===== config.mk =====
export PLATFORM = sky130hd
export DESIGN_NAME = func_sequencer
export DESIGN_NICKNAME = d
export VERILOG_FILES = /design/src/rtl/func_seq_pkg.sv /design/src/rtl/sync_fifo.sv /design/src/rtl/func_sequencer.sv
export SDC_FILE = /design/constraint.sdc
export NUM_CORES = 1
export LEC_CHECK = 0
export CELL_PAD_IN_SITES_DETAIL_PLACEMENT = 1
export CELL_PAD_IN_SITES_GLOBAL_PLACEMENT = 2
export CORE_UTILIZATION = 42
export DETAILED_ROUTE_END_ITERATION = 8
export PLACE_DENSITY_LB_ADDON = 0.1
export SETUP_SLACK_MARGIN = 0.1
export SLEW_MARGIN = 20
export SYNTH_ARGS = -nofsm -noshare
export SYNTH_HDL_FRONTEND = slang
export SYNTH_SLANG_ARGS = --single-unit
export TNS_END_PERCENT = 1

===== constraint.sdc =====
create_clock -name clk -period 3.1 [get_ports clk]
set_input_delay 0.62 -clock clk [delete_from_list [all_inputs] [get_ports clk]]
set_output_delay 0.62 -clock clk [all_outputs]
set_load 0.02 [all_outputs]

===== src/rtl/func_seq_pkg.sv =====
// Shared types for the func sequencer: FSM states, instruction word layout, HALT code.
package func_seq_pkg;

  typedef enum logic [1:0] {
    IDLE,
    FETCH,
    ISSUE,
    HALTED
  } state_t;

  typedef struct packed {
    logic [3:0] rpt;
    logic [3:0] func;
  } instr_t;

  localparam logic [3:0] HALT_FUNC = 4'hF;

endpackage


===== src/rtl/sync_fifo.sv =====
// Single-clock FIFO with an extra pointer bit to tell full from empty.
module sync_fifo #(
  parameter int unsigned DEPTH = 8,
  parameter int unsigned WIDTH = 8
) (
  input  logic             clk,
  input  logic             rst_n,
  input  logic             push,
  input  logic [WIDTH-1:0] wdata,
  input  logic             pop,
  output logic [WIDTH-1:0] rdata,
  output logic             full,
  output logic             empty
);

  localparam int unsigned AW = $clog2(DEPTH);

  logic [AW:0]      wr_ptr;
  logic [AW:0]      rd_ptr;
  logic [WIDTH-1:0] mem [DEPTH];
  logic             do_push;
  logic             do_pop;

  assign empty   = (wr_ptr == rd_ptr);
  assign full    = (wr_ptr[AW] != rd_ptr[AW]) && (wr_ptr[AW-1:0] == rd_ptr[AW-1:0]);
  // Gating on the registered flags refuses a write when full and a read when empty.
  assign do_push = push && !full;
  assign do_pop  = pop && !empty;
  assign rdata   = mem[rd_ptr[AW-1:0]];

  always_ff @(posedge clk or negedge rst_n) begin
    if (!rst_n) begin
      wr_ptr <= '0;
      rd_ptr <= '0;
    end else begin
      if (do_push) wr_ptr <= wr_ptr + 1'b1;
      if (do_pop)  rd_ptr <= rd_ptr + 1'b1;
    end
  end

  always_ff @(posedge clk) begin
    if (do_push) mem[wr_ptr[AW-1:0]] <= wdata;
  end

endmodule


===== src/rtl/func_sequencer.sv =====
// Issues buffered func codes to the datapath controller, each repeated R+1 times,
// stopping on HALT or an empty queue until the next start pulse.
module func_sequencer
  import func_seq_pkg::*;
#(
  parameter int unsigned DEPTH     = 8,
  parameter logic [3:0]  HALT_CODE = HALT_FUNC,
  parameter int unsigned CNT_W     = 16
) (
  input  logic             clk,
  input  logic             rst_n,
  input  logic             load_valid,
  output logic             load_ready,
  input  logic [7:0]       load_data,
  input  logic             start,
  output logic [3:0]       func_out,
  output logic             func_valid,
  input  logic             func_ready,
  output logic             busy,
  output logic             halted,
  output logic [CNT_W-1:0] issue_count
);

  state_t     state;
  logic [3:0] rem;
  instr_t     head;
  logic       fifo_full;
  logic       fifo_empty;
  logic       pop;

  assign load_ready = !fifo_full;
  assign pop        = (state == FETCH) && !fifo_empty;

  sync_fifo #(
    .DEPTH (DEPTH),
    .WIDTH ($bits(instr_t))
  ) u_fifo (
    .clk   (clk),
    .rst_n (rst_n),
    .push  (load_valid),
    .wdata (load_data),
    .pop   (pop),
    .rdata (head),
    .full  (fifo_full),
    .empty (fifo_empty)
  );

  always_ff @(posedge clk or negedge rst_n) begin
    if (!rst_n) begin
      state       <= IDLE;
      rem         <= '0;
      func_out    <= '0;
      func_valid  <= 1'b0;
      busy        <= 1'b0;
      halted      <= 1'b0;
      issue_count <= '0;
    end else begin
      case (state)
        IDLE: begin
          if (start) begin
            state <= FETCH;
            busy  <= 1'b1;
          end
        end
        FETCH: begin
          if (fifo_empty) begin
            state <= IDLE;
            busy  <= 1'b0;
          end else if (head.func == HALT_CODE) begin
            halted <= 1'b1;
            busy   <= 1'b0;
            state  <= HALTED;
          end else begin
            func_out   <= head.func;
            rem        <= head.rpt;
            func_valid <= 1'b1;
            state      <= ISSUE;
          end
        end
        ISSUE: begin
          if (func_ready) begin
            issue_count <= issue_count + CNT_W'(1);
            if (rem != 4'd0) begin
              rem <= rem - 4'd1;
            end else begin
              func_valid <= 1'b0;
              state      <= FETCH;
            end
          end
        end
        HALTED: begin
          if (start) begin
            halted <= 1'b0;
            busy   <= 1'b1;
            state  <= FETCH;
          end
        end
        default: begin
          state <= IDLE;
          busy  <= 1'b0;
        end
      endcase
    end
  end

endmodule


== Word-level counts from Yosys, hierarchy flattened ==
Memories as Yosys holds them, arrays and structs flattened.
Index checks and enable logic that the tools add are counted.

* Word-level logic and storage cells: 77
* Memories: 1
* Register bits after elaboration: 37
* Bits of input ports: 13
* RAM bits: 64

* Bitwise gates (word level): 2
* Eq/ne operators: 16
* Muxes and demuxes: 26
* Reduce and logical (&&, ||, !) cells: 19
* $add $sub $neg: 4

{| class="wikitable"
|+ Memory list
! name !! depth !! bits a word !! rd ports !! clocked after memory_dff !! wr ports !! RTL line !! RTL
|-
| u_fifo.mem || 8 || 8 || 1 || 0 || 1 || sync_fifo.sv:20 || <nowiki>logic [WIDTH-1:0] mem [DEPTH];</nowiki>
|}

{| class="wikitable"
|+ Operator list
! kind !! count
|-
| 16-bit by 1-bit adder with 16-bit output (second input constant) || 1
|-
| 4-bit 2-to-1 mux || 4
|-
| 1-bit 2-to-1 mux || 13
|-
| 2-bit != test (second input constant) || 6
|-
| 5-bit AND reduction || 2
|-
| 3-bit AND reduction || 3
|-
| 4-bit by 1-bit adder with 4-bit output (second input constant) || 2
|-
| 2-bit 2-to-1 mux || 4
|-
| 4-bit case mux with 2 select lines || 1
|-
| 1-bit case mux with 2 select lines || 3
|-
| 2-bit case mux with 3 select lines || 1
|-
| 2-bit nonzero test || 3
|-
| 2-bit equality test (second input constant) || 2
|-
| 4-bit equality test || 1
|-
| 4-bit equality test (second input constant) || 1
|-
| 1-bit logical AND || 4
|-
| 2-bit by 1-bit != test with 1-bit output (second input constant) || 2
|-
| 4-bit AND reduction || 1
|-
| 4-bit nonzero test || 1
|-
| 4-bit by 1-bit subtractor with 4-bit output (second input constant) || 1
|-
| 3-bit equality test || 1
|-
| 3-bit by 1-bit != test with 1-bit output (second input constant) || 1
|-
| 2-bit by 1-bit equality test with 1-bit output (second input constant) || 1
|-
| 1-bit zero test || 2
|-
| 5 further kinds || 6
|}

== Depth between registers and ports, before layout ==
* Depth in word-level cells: 6
* Mapped depth: 8
* Gate-level depth less buffers: 7

== By module ==
Synthesis repeated with hierarchy kept, for this count alone.

* Cell total of the unflattened synthesis: 285
* Area, all modules: 4,456.8 um2

{| class="wikitable"
|+ Modules (own cells, without submodules)
! module !! times used !! cells an instance !! area an instance (um2)
|-
| sync_fifo || 1 || 151 || 3,030.4
|-
| func_sequencer || 1 || 134 || 1,426.4
|}

== Worst setup path before layout ==
Ideal clock, no wire load.

* Kind: reg-to-reg
* From: reg u_fifo.rd_ptr[2]
* To: mem u_fifo.mem[0][0] (enable)
* Clock period less this slack: 2.556 ns
* Stages on the path, launching flop included: 8
* Library setup time: 0.383 ns
* Data arrival time: 2.173 ns
* Buffers on the path: 2
* Required time: 2.717 ns
* Setup slack: 0.544 ns
* Cell sequence: dfrtp_1 buf_4 buf_6 xnor2_1 nand4_1 nand2_1 or2_2 nor3_1

* Word-level cells in the longest chain between the ends: 6

{| class="wikitable"
|+ RTL lines
! element !! RTL line !! RTL
|-
| start: declaration || sync_fifo.sv:19 || <nowiki>logic [AW:0] rd_ptr;</nowiki>
|-
| start signal: assignment || sync_fifo.sv:37 || <nowiki>if (do_pop) rd_ptr <= rd_ptr + 1'b1;</nowiki>
|-
| 3-bit equality test || sync_fifo.sv:25 || <nowiki>assign full = (wr_ptr[AW] != rd_ptr[AW]) && (wr_ptr[AW-1:0] == rd_ptr[AW-1:0]);</nowiki>
|-
| 1-bit logical AND || sync_fifo.sv:25 ||
|-
| 1-bit zero test || n/a ||
|-
| net load_ready || func_sequencer.sv:13 || <nowiki>output logic load_ready,</nowiki>
|-
| 1-bit logical AND || sync_fifo.sv:27 || <nowiki>assign do_push = push && !full;</nowiki>
|-
| 1-bit 2-to-1 mux || sync_fifo.sv:42 || <nowiki>if (do_push) mem[wr_ptr[AW-1:0]] <= wdata;</nowiki>
|-
| 1-bit 2-to-1 mux (implied by the code) || sync_fifo.sv:42 ||
|-
| end: declaration || sync_fifo.sv:20 ||
|}

The timed path passes the listed nets, and every way through them passes these cells.

== Worst setup path after layout ==
* From: reg u_fifo.rd_ptr[0]
* To: out load_ready

* Word-level cells in the longest chain between the ends: 3

{| class="wikitable"
|+ RTL lines
! element !! RTL line !! RTL
|-
| 3-bit equality test || sync_fifo.sv:25 ||
|-
| 1-bit logical AND || sync_fifo.sv:25 ||
|-
| 1-bit zero test || func_sequencer.sv:31 || <nowiki>assign load_ready = !fifo_full;</nowiki>
|-
| end: declaration || func_sequencer.sv:13 ||
|}

No other way between the ends.

==> metrics.cfg <==
[timing]
setup_viol=0
finalSetupTns_ps=0
maxSlewViolCount=0
relSlewSlack_pct=43.21
holdWs_ps=333.9
clock_skew_ps=13.58
worst_pin_slew_ps=851.9
max_freq_ghz=0.3533
hold_violations=0
rsz0062_at_grt=false
finalCritPeriodShare_pct=91.30
min_period_ps=2830

[synth]
syn_area_per_cell_sq_um=15.82
synth_nets=298
syn_area_sq_mm=0.004367
synthTopCellsByArea=edfxtp_1, dfrtp_1, mux4_2
synth.largest_area_cell=edfxtp_1
synth_warnings=0
yosysUniqueCellTypes=43
synth-async-reset-ratio_pct=36.63
synth_seq_cells=101
synth.top_cell.area_share_pct=44.01
synthFlopType=edfxtp_1
ys_seq_area_share_pct=65.21
synthCells=276
synth_edf_count=64

[power]
power.density_mw_per_mm2=911.5
p_leak_uw=0.001892
ir_worst_vdd_mv=0.3334

[cts]
cts_tree=done
cts_max_path_buffers=2
cts_made_buffers=9
clockRootBuffer=clkbuf_8
htreeDepth=3
clock_sinks=101
clkLatencyLatePin_ps=370
cts_setup_buffers=0
cts.reportedPaths.clkPinSlew_ps=110

[finish]
instances_no_fill=464
final_cell_mix=edfxtp_1, dfrtp_1, clkdlybuf4s50_1, nand2_1, nor2_1
fin_util_pct=51.77
final_common_cell=edfxtp_1
num_antenna_cells=0
nNetsFinal=348
drive_above_1_share_pct=17.22
area_growth_pct=17.48

[drt]
vias_per_cell=5.149
drc=0
drt-initial-drc-count=75
routed_wirelength_um=8277
wl_per_cell_um=17.84
routed-via-count=2389
first_pass_iters=4
ant_nets=0

[floorplan]
core_sq_mm=0.009910
dieWidth_um=104.0
die_h_um=104.0
ios=37
start_util_pct=44.07
rows=36
die_area_sq_mm=0.01081

[min_path]
hold_class=input port to async pin

[outcome]
status=finished clean

[placement]
io_buffer_count=36
dp.cells=448
gp_congestion=0.6957
hpwlAfterDp_um=5702

[setup_path]
crit_fanout=14
start_kind=flop
worstPathArrival_ps=2210
rrSetupSlack_ps=510
critical_path_class=flop to output port
cpPeakStageDelay_ps=800
crit_family=flip-flops
r2r_start=u_fifo.rd_ptr[0]
rr_worst_depth=5
critPathSlowestCell=dfrtp_1
required_ps=2480
cp_cell_sequence=xnor2_2, nand4_1, clkdlybuf4s50_1
endpoint_kind=output port
critPathBufInv=1
reg2reg_to=rem[3]

[grt]
grt-ovfl-total=0
grt_pass1_vias=2491
grt_antenna_before_repair=0
grt_max_degree=38
grt_usage_pct=16.71
grt_pass1_wl_um=13680

[run]
maxCapViolCount=0

-- cell type report --
cell class	count	area, sq um
clock buffer	9	123.9
multi-input combinational	159	1441
fill	974	4780
tap	133	166.4
sequential	101	2848
timing repair buffer	48	445.4
inverter	7	26.28
clock inverter	7	78.83
-- how the worst max path moves through the flow --
stage	from	endpoint	slack (ps)	cells past startpoint
2_1_floorplan	u_fifo.rd_ptr[2]	u_fifo.mem[0][0]	540	7
3_3_place_gp	u_fifo.rd_ptr[0]	rem[0]	570	5
3_5_place_dp	u_fifo.rd_ptr[0]	rem[0]	500	5
4_1_cts	u_fifo.rd_ptr[0]	load_ready	150	3
5_1_grt	u_fifo.rd_ptr[0]	load_ready	130	3
6_report	u_fifo.rd_ptr[0]	load_ready	270	3
-- through the flow --
stage | total power, uW | area, sq um | worst slack (ps)
2_1_floorplan | 3365 | 4367 | 543.9
3_3_place_gp | 3854 | 4920 | 569.7
3_5_place_dp | 3899 | 4920 | 503.1
4_1_cts | 4733 | 5122 | 152.0
5_1_grt | 4983 | 5130 | 130.6
6_report | 4676 | 5130 | 269.6
-- power breakdown --
part           leakage, uW  switching [uW]  internal [uW]
clock            0.0000954             505            319
combinational     0.000764             964            906
sequential         0.00103             243           1740
-- layer usage --
layer	vias up	wire, um	GRT usage (%)
met2	44	3935	26.71
met4	0	75	4.796
met5	-	0	0
met3	7	289	4.574
met1	1210	3977	22.42
li1	1128	-	-
-- state kept, by name, indices dropped and copies added (netlist names) --
| register | cells |
|---|---|
| u_fifo.mem | 64 |
| func_out | 4 |
| func_valid | 1 |
| u_fifo.rd_ptr | 4 |
| state | 2 |
| busy | 1 |
| issue_count | 16 |
| halted | 1 |
| rem | 4 |
| u_fifo.wr_ptr | 4 |
-- cells by family after synthesis --
family                     share of synthesized area [%]
adders and majority gates                          2.579
DFF                                                65.21
AOI/OAI and AO/OA                                  4.155
and+or+nand+nor                                    7.593
buffers and inverters                              1.948
xor gates and xnor gates                           5.616
muxes                                              12.89
-- worst reg2reg max path, cell delays in order (launching register included) --
cell and delay, ps:
dfrtp_1 800, mux4_2 610, mux2i_2 310, o41ai_2 190, a22oi_4 270, mux2_4 320
-- synth_stat cells, drive strengths merged (2+ instances only) --
cell type,instances
edfxtp,64
dfrtp,37
nand2,24
nor2,19
xnor2,18
mux4,16
xor2,10
ha,9
mux2i,8
inv,7
nand4,7
a21oi,6
buf,6
mux2,6
nand3,6
nor3,5
o21ai,5
clkbuf,3
and3,2
nand2b,2
-- what timing repair did --
action / CTS / global route
endpoints found under the setup margin: 0 / 1
endpoints found under the hold margin: 0 / 0
gates resized for setup: 0 / 1
hold buffers: 0 / 0
Note: power is estimated with default switching activity, not from simulation.
